--- src/rtl/icache_data_if.sv ---
// Read-request/response and refill-beat handshake bundle
// for the icache data-array controller.
interface icache_data_if;
  logic         rd_req_valid;
  logic [5:0]   rd_req_index;
  logic         rd_req_ready;
  logic         rd_resp_valid;
  logic [127:0] rd_resp_data;
  logic         fill_valid;
  logic [5:0]   fill_index;
  logic [63:0]  fill_data;
  logic         fill_ready;

  modport master (
    output rd_req_valid,
    output rd_req_index,
    input  rd_req_ready,
    input  rd_resp_valid,
    input  rd_resp_data,
    output fill_valid,
    output fill_index,
    output fill_data,
    input  fill_ready
  );

  modport slave (
    input  rd_req_valid,
    input  rd_req_index,
    output rd_req_ready,
    output rd_resp_valid,
    output rd_resp_data,
    input  fill_valid,
    input  fill_index,
    input  fill_data,
    output fill_ready
  );
endinterface

--- src/rtl/icache_data_ctrl.sv ---
// Icache data-array controller: power-on zeroing, two-beat
// refill and pipelined reads into a 64x128 single-port SRAM.
module icache_data_ctrl (
  input  logic           clk,
  input  logic           rst,
  icache_data_if.slave   bus,
  output logic           init_done,
  output logic           sram_csb,
  output logic           sram_web,
  output logic [1:0]     sram_wmask,
  output logic [5:0]     sram_addr,
  output logic [127:0]   sram_din,
  input  logic [127:0]   sram_dout
);

  typedef enum logic [1:0] {
    S_INIT,
    S_IDLE,
    S_FILL_HI
  } state_e;

  state_e         state_q, state_d;
  logic [5:0]     cnt_q, cnt_d;
  logic [5:0]     fidx_q, fidx_d;
  logic           csb_q, csb_d;
  logic           web_q, web_d;
  logic [1:0]     wmask_q, wmask_d;
  logic [5:0]     addr_q, addr_d;
  logic [127:0]   din_q, din_d;
  logic           v1_q, v1_d;
  logic           v2_q, v2_d;
  logic           rv_q, rv_d;
  logic [127:0]   rdata_q, rdata_d;
  logic           done_q, done_d;
  logic           rd_fire;
  logic           fill_fire;

  assign bus.rd_req_ready =
    (state_q == S_IDLE) && !bus.fill_valid;
  assign bus.fill_ready =
    (state_q == S_IDLE) || (state_q == S_FILL_HI);

  assign rd_fire   = bus.rd_req_valid && bus.rd_req_ready;
  assign fill_fire = bus.fill_valid && bus.fill_ready;

  always_comb begin
    state_d = state_q;
    cnt_d   = cnt_q;
    fidx_d  = fidx_q;
    csb_d   = 1'b1;
    web_d   = 1'b1;
    wmask_d = 2'b00;
    addr_d  = addr_q;
    din_d   = din_q;
    // dout is valid the cycle after the SRAM captures the read
    v1_d    = rd_fire;
    v2_d    = v1_q;
    rv_d    = v2_q;
    rdata_d = v2_q ? sram_dout : rdata_q;
    done_d  = done_q | (state_q == S_IDLE);
    unique case (state_q)
      S_INIT: begin
        csb_d   = 1'b0;
        web_d   = 1'b0;
        wmask_d = 2'b11;
        addr_d  = cnt_q;
        din_d   = '0;
        cnt_d   = cnt_q + 6'd1;
        if (cnt_q == 6'd63)
          state_d = S_IDLE;
      end
      S_IDLE: begin
        unique case (1'b1)
          fill_fire: begin
            fidx_d  = bus.fill_index;
            csb_d   = 1'b0;
            web_d   = 1'b0;
            wmask_d = 2'b01;
            addr_d  = bus.fill_index;
            din_d   = {bus.fill_data, bus.fill_data};
            state_d = S_FILL_HI;
          end
          rd_fire: begin
            csb_d  = 1'b0;
            addr_d = bus.rd_req_index;
          end
          default: ;
        endcase
      end
      S_FILL_HI: begin
        if (fill_fire) begin
          csb_d   = 1'b0;
          web_d   = 1'b0;
          wmask_d = 2'b10;
          addr_d  = fidx_q;
          din_d   = {bus.fill_data, bus.fill_data};
          state_d = S_IDLE;
        end
      end
      default: state_d = S_INIT;
    endcase
  end

  always_ff @(posedge clk) begin
    if (rst) begin
      state_q <= S_INIT;
      cnt_q   <= '0;
      fidx_q  <= '0;
      csb_q   <= 1'b1;
      web_q   <= 1'b1;
      wmask_q <= 2'b00;
      addr_q  <= '0;
      din_q   <= '0;
      v1_q    <= 1'b0;
      v2_q    <= 1'b0;
      rv_q    <= 1'b0;
      rdata_q <= '0;
      done_q  <= 1'b0;
    end else begin
      state_q <= state_d;
      cnt_q   <= cnt_d;
      fidx_q  <= fidx_d;
      csb_q   <= csb_d;
      web_q   <= web_d;
      wmask_q <= wmask_d;
      addr_q  <= addr_d;
      din_q   <= din_d;
      v1_q    <= v1_d;
      v2_q    <= v2_d;
      rv_q    <= rv_d;
      rdata_q <= rdata_d;
      done_q  <= done_d;
    end
  end

  assign sram_csb          = csb_q;
  assign sram_web          = web_q;
  assign sram_wmask        = wmask_q;
  assign sram_addr         = addr_q;
  assign sram_din          = din_q;
  assign bus.rd_resp_valid = rv_q;
  assign bus.rd_resp_data  = rdata_q;
  assign init_done         = done_q;

endmodule

--- src/flat_wrapper.sv ---
// flat-port wrapper written by rule: the top's interface ports become plain ports
module icache_data_ctrl_flat 
  (clk, rst, init_done, sram_csb, sram_web, sram_wmask, sram_addr, sram_din, sram_dout, bus_rd_req_valid, bus_rd_req_index, bus_rd_req_ready, bus_rd_resp_valid, bus_rd_resp_data, bus_fill_valid, bus_fill_index, bus_fill_data, bus_fill_ready);
  icache_data_if bus_i ();
  input  logic clk;
  input  logic rst;
  output logic init_done;
  output logic sram_csb;
  output logic sram_web;
  output logic [1:0] sram_wmask;
  output logic [5:0] sram_addr;
  output logic [127:0] sram_din;
  input  logic [127:0] sram_dout;
  input wire logic [$bits(bus_i.rd_req_valid)-1:0] bus_rd_req_valid;
  input wire logic [$bits(bus_i.rd_req_index)-1:0] bus_rd_req_index;
  output wire logic [$bits(bus_i.rd_req_ready)-1:0] bus_rd_req_ready;
  output wire logic [$bits(bus_i.rd_resp_valid)-1:0] bus_rd_resp_valid;
  output wire logic [$bits(bus_i.rd_resp_data)-1:0] bus_rd_resp_data;
  input wire logic [$bits(bus_i.fill_valid)-1:0] bus_fill_valid;
  input wire logic [$bits(bus_i.fill_index)-1:0] bus_fill_index;
  input wire logic [$bits(bus_i.fill_data)-1:0] bus_fill_data;
  output wire logic [$bits(bus_i.fill_ready)-1:0] bus_fill_ready;
  assign bus_i.rd_req_valid = bus_rd_req_valid;
  assign bus_i.rd_req_index = bus_rd_req_index;
  assign bus_rd_req_ready = bus_i.rd_req_ready;
  assign bus_rd_resp_valid = bus_i.rd_resp_valid;
  assign bus_rd_resp_data = bus_i.rd_resp_data;
  assign bus_i.fill_valid = bus_fill_valid;
  assign bus_i.fill_index = bus_fill_index;
  assign bus_i.fill_data = bus_fill_data;
  assign bus_fill_ready = bus_i.fill_ready;
  icache_data_ctrl u_core (.clk(clk), .rst(rst), .bus(bus_i), .init_done(init_done), .sram_csb(sram_csb), .sram_web(sram_web), .sram_wmask(sram_wmask), .sram_addr(sram_addr), .sram_din(sram_din), .sram_dout(sram_dout));
endmodule
--- config.mk ---
export PLATFORM = sky130hd
export DESIGN_NAME = icache_data_ctrl_flat
export DESIGN_NICKNAME = d
export VERILOG_FILES = /design/src/rtl/icache_data_if.sv /design/src/rtl/icache_data_ctrl.sv /design/src/flat_wrapper.sv
export SDC_FILE = /design/constraint.sdc
export NUM_CORES = 1
export LEC_CHECK = 0
export CAP_MARGIN = 20
export CORE_AREA = 2 2 185 187
export CTS_CLUSTER_SIZE = 24
export DETAILED_ROUTE_END_ITERATION = 10
export DIE_AREA = 0 0 187 189
export GPL_TIMING_DRIVEN = 0
export SETUP_SLACK_MARGIN = 0.2
export SYNTH_ARGS = -nofsm -noshare
export SYNTH_HDL_FRONTEND = slang
export SYNTH_SLANG_ARGS = --single-unit
--- constraint.sdc ---
create_clock -name clk -period 4.8 [get_ports clk]
set_input_delay 1.2 -clock clk [delete_from_list [all_inputs] [get_ports clk]]
set_output_delay 1.2 -clock clk [all_outputs]
set_load 0.02 [all_outputs]
==> flow_metrics.env <==
export IMPL_end_kind="output port"
export IMPL_die_area_sq_mm=0.0353
export IMPL_cellPowerDensity_mw_per_mm2=306
export IMPL_startpoint_type="primary input"
export IMPL_use_met1=0.191
export IMPL_dp_hpwl_mm=24.6
export IMPL_globalRoute_totalOverflow=0
export IMPL_rows=67
export IMPL_hold_path_class="register to register"
export IMPL_cts_tree="built"
export IMPL_met2_usage=0.309
export IMPL_critPathSlowestCell="clkdlybuf4s50_1"
export IMPL_wl_per_cell_microns=17.3
export IMPL_drive_above_1_share=0.156
export IMPL_fp_dieH_microns=189
export IMPL_antenna_found_initial=1
export IMPL_final_antenna_net_count=0
export IMPL_worstSkewPairLatency_ps=520
export IMPL_syn_area_sq_mm=0.00866
export IMPL_routabilityCongestion=0.799
export IMPL_start_util=0.260
export IMPL_post_cts_buffers=0
export IMPL_cap_violations=0
export IMPL_via_count=7698
export IMPL_crit_required_ps=3600
export IMPL_tightest_slew_ps=743
export IMPL_fin_worst_skew_ps=8.26
export IMPL_area_growth_pct=71.6
export IMPL_grt_pass1_wl_mm=47.4
export IMPL_hold_viol=0
export IMPL_top_usage_layer="met2"
export IMPL_avgSynthCellArea_sq_um=10.3
export IMPL_die_w_microns=187
export IMPL_min_period_ps=3830
export IMPL_yosysSeqAreaShare=0.508
export IMPL_place_area_sq_mm=0.0140
export IMPL_io_pins=478
export IMPL_final_area_sq_mm=0.0149
export IMPL_rsz0062_at_grt="no"
export IMPL_layout_commonest_cell="clkdlybuf4s50_1"
export IMPL_grt_pass1_vias=7974
export IMPL_worst_path_buf_inv=2
export IMPL_p_leak_uw=0.00529
export IMPL_grt_max_degree=13
export IMPL_layout_common_cells="476 x clkdlybuf4s50_1, 220 x dfxtp_1, 194 x nor2_1, 136 x mux2i_1, 66 x buf_4"
export IMPL_cts_sinks=220
export IMPL_crit_arrival_ps=2630
export IMPL_cts_hold_buf=0
export IMPL_grt_usage=0.170
export IMPL_clockBufferDepth=3
export IMPL_syn_num_nets=1052
export IMPL_first_pass_iters=4
export IMPL_ir_drop_uv=203
export IMPL_numCtsBuffers=26
export IMPL_drcViolationCount=0
export IMPL_cts_resized=0
export IMPL_critPathTopFamily="buffers and inverters"
export IMPL_antenna_cells=0
export IMPL_tns_ps=0
export IMPL_cp_common_cell="clkdlybuf4s50_1"
export IMPL_fp_coreArea_sq_mm=0.0333
export IMPL_period_share=0.799
export IMPL_drt_wl_total_mm=31.4
export IMPL_ys_seq_elements=220
export IMPL_slew_viol_final=0
export IMPL_routed_via_density=4.25
export IMPL_slew_headroom=0.505
export IMPL_power_total_uw=4540
export IMPL_cp_slowest_stage_delay_ps=650
export IMPL_syn_inst=838
export IMPL_whs_ps=452
export IMPL_crit_fanout=7
export IMPL_setup_viol=0
export IMPL_worstSetupPathType="primary input to output port"
export IMPL_path_cells="clkdlybuf4s50_1 -> nor2_1 -> clkdlybuf4s50_1"
export IMPL_timing_fmax_mhz=261
export IMPL_port_buffers=476
export IMPL_dr_first_iter_drc_count=206
export IMPL_synth_cell_types=33
export IMPL_cts_root_buf="clkbuf_16"
export IMPL_grt_util_met3=0.0614
export IMPL_path_clk_slew_ps=60
export IMPL_h_tree_depth=1
export IMPL_fin_nets=1556
export IMPL_ys_warnings_count=0
export IMPL_status="completed"
-- flip-flops by register name (all words and copies together), names as in the netlist, 2 cells and up --
register / flops
u_core.sram_wmask: 2
u_core.fidx_q: 6
u_core.sram_addr: 6
u_core.sram_din: 64
u_core.bus.rd_resp_data: 128
u_core.state_q: 2
u_core.cnt_q: 6
-- per-stage QoR --
step | setup slack (ps) | instances | utilization
after floorplan | 2090 | 838 | -
after global placement | 937 | 1762 | 0.420
after detailed placement | 962 | 1762 | 0.420
after CTS | 949 | 1810 | 0.447
after global routing | 932 | 1810 | 0.447
final | 966 | 1810 | 0.447
-- worst reg2reg max path: cells and delay by family (launching register included) --
kind	cells	cell delay [ps]
AND/OR/NAND/NOR	2	310
flip-flops	1	390
adder cells (fa/ha/maj)	1	400
buffers and inverters	4	650
AO/OA/AOI/OAI	2	230
-- Yosys cell counts --
library cell / n / area [sq um]
or3_1: 1 / 6.26
nand3_1: 7 / 35.0
and2b_1: 1 / 7.51
o21ai_0: 1 / 5.00
dfxtp_1: 220 / 4400
buf_4: 66 / 495
o21a_1: 1 / 7.51
a22oi_2: 50 / 626
buf_2: 27 / 135
a21oi_1: 10 / 50.1
a21oi_4: 1 / 16.3
nor3_1: 4 / 20.0
clkbuf_1: 22 / 82.6
inv_1: 6 / 22.5
nor2b_1: 3 / 18.8
xnor2_1: 1 / 8.76
or2_2: 7 / 43.8
buf_1: 2 / 7.51
nor2_1: 194 / 728
mux2_1: 1 / 11.3
a22oi_1: 14 / 105
nor2_2: 9 / 56.3
nand4_1: 2 / 12.5
and2_1: 2 / 12.5
a32o_1: 6 / 60.1
mux2i_1: 136 / 1360
and3_1: 1 / 6.26
buf_6: 7 / 78.8
xor2_1: 3 / 26.3
nand2_1: 19 / 71.3
a211oi_2: 1 / 12.5
ha_1: 6 / 75.1
o211ai_1: 7 / 52.6
-- kinds of logic after synthesis --
group / Yosys count / share of synthesized area
adder cells (fa/ha/maj): 6 / 0.00867
AND/OR/NAND/NOR: 250 / 0.118
multiplexers: 137 / 0.158
buffers and inverters: 130 / 0.0949
flip-flops: 220 / 0.508
XOR/XNOR: 4 / 0.00405
AO/OA/AOI/OAI: 91 / 0.108
-- path summary, 6_finish.rpt --
path	start	to	slack [ps]	cells past startpoint
setup / recovery	bus_fill_valid	bus_rd_req_ready	970	3
setup reg to reg	u_core.state_q[0]$_SDFFE_PP0P_	u_core.sram_din[116]$_SDFFE_PP0P_	2740	9
hold reg to reg	u_core.v1_q$_SDFF_PP0_	u_core.rv_d$_SDFF_PP0_	450	1
hold / removal	u_core.v1_q$_SDFF_PP0_	u_core.rv_d$_SDFF_PP0_	450	1
-- layer usage --
layer | up-vias | wire length (microns)
met5 | - | 8
met4 | 2 | 537
met3 | 31 | 2770
met2 | 319 | 15700
met1 | 3574 | 12400
li1 | 3772 | -
-- power breakdown --
group | switching (uW) | internal [uW] | total [uW]
clock network | 792 | 1200 | 2000
logic | 309 | 347 | 656
registers | 28.5 | 1860 | 1890
total | 1130 | 3410 | 4540
-- layout make-up --
class	instances	area, sq um
tap	448	561
inverter	6	22.5
timing repair buffer	476	4760
clock buffer	39	801
multi-input combinational	488	3440
fill	3216	18400
sequential	220	4400
clock inverter	9	78.8
buffer	124	800
Power figures use the tool's default switching activity.
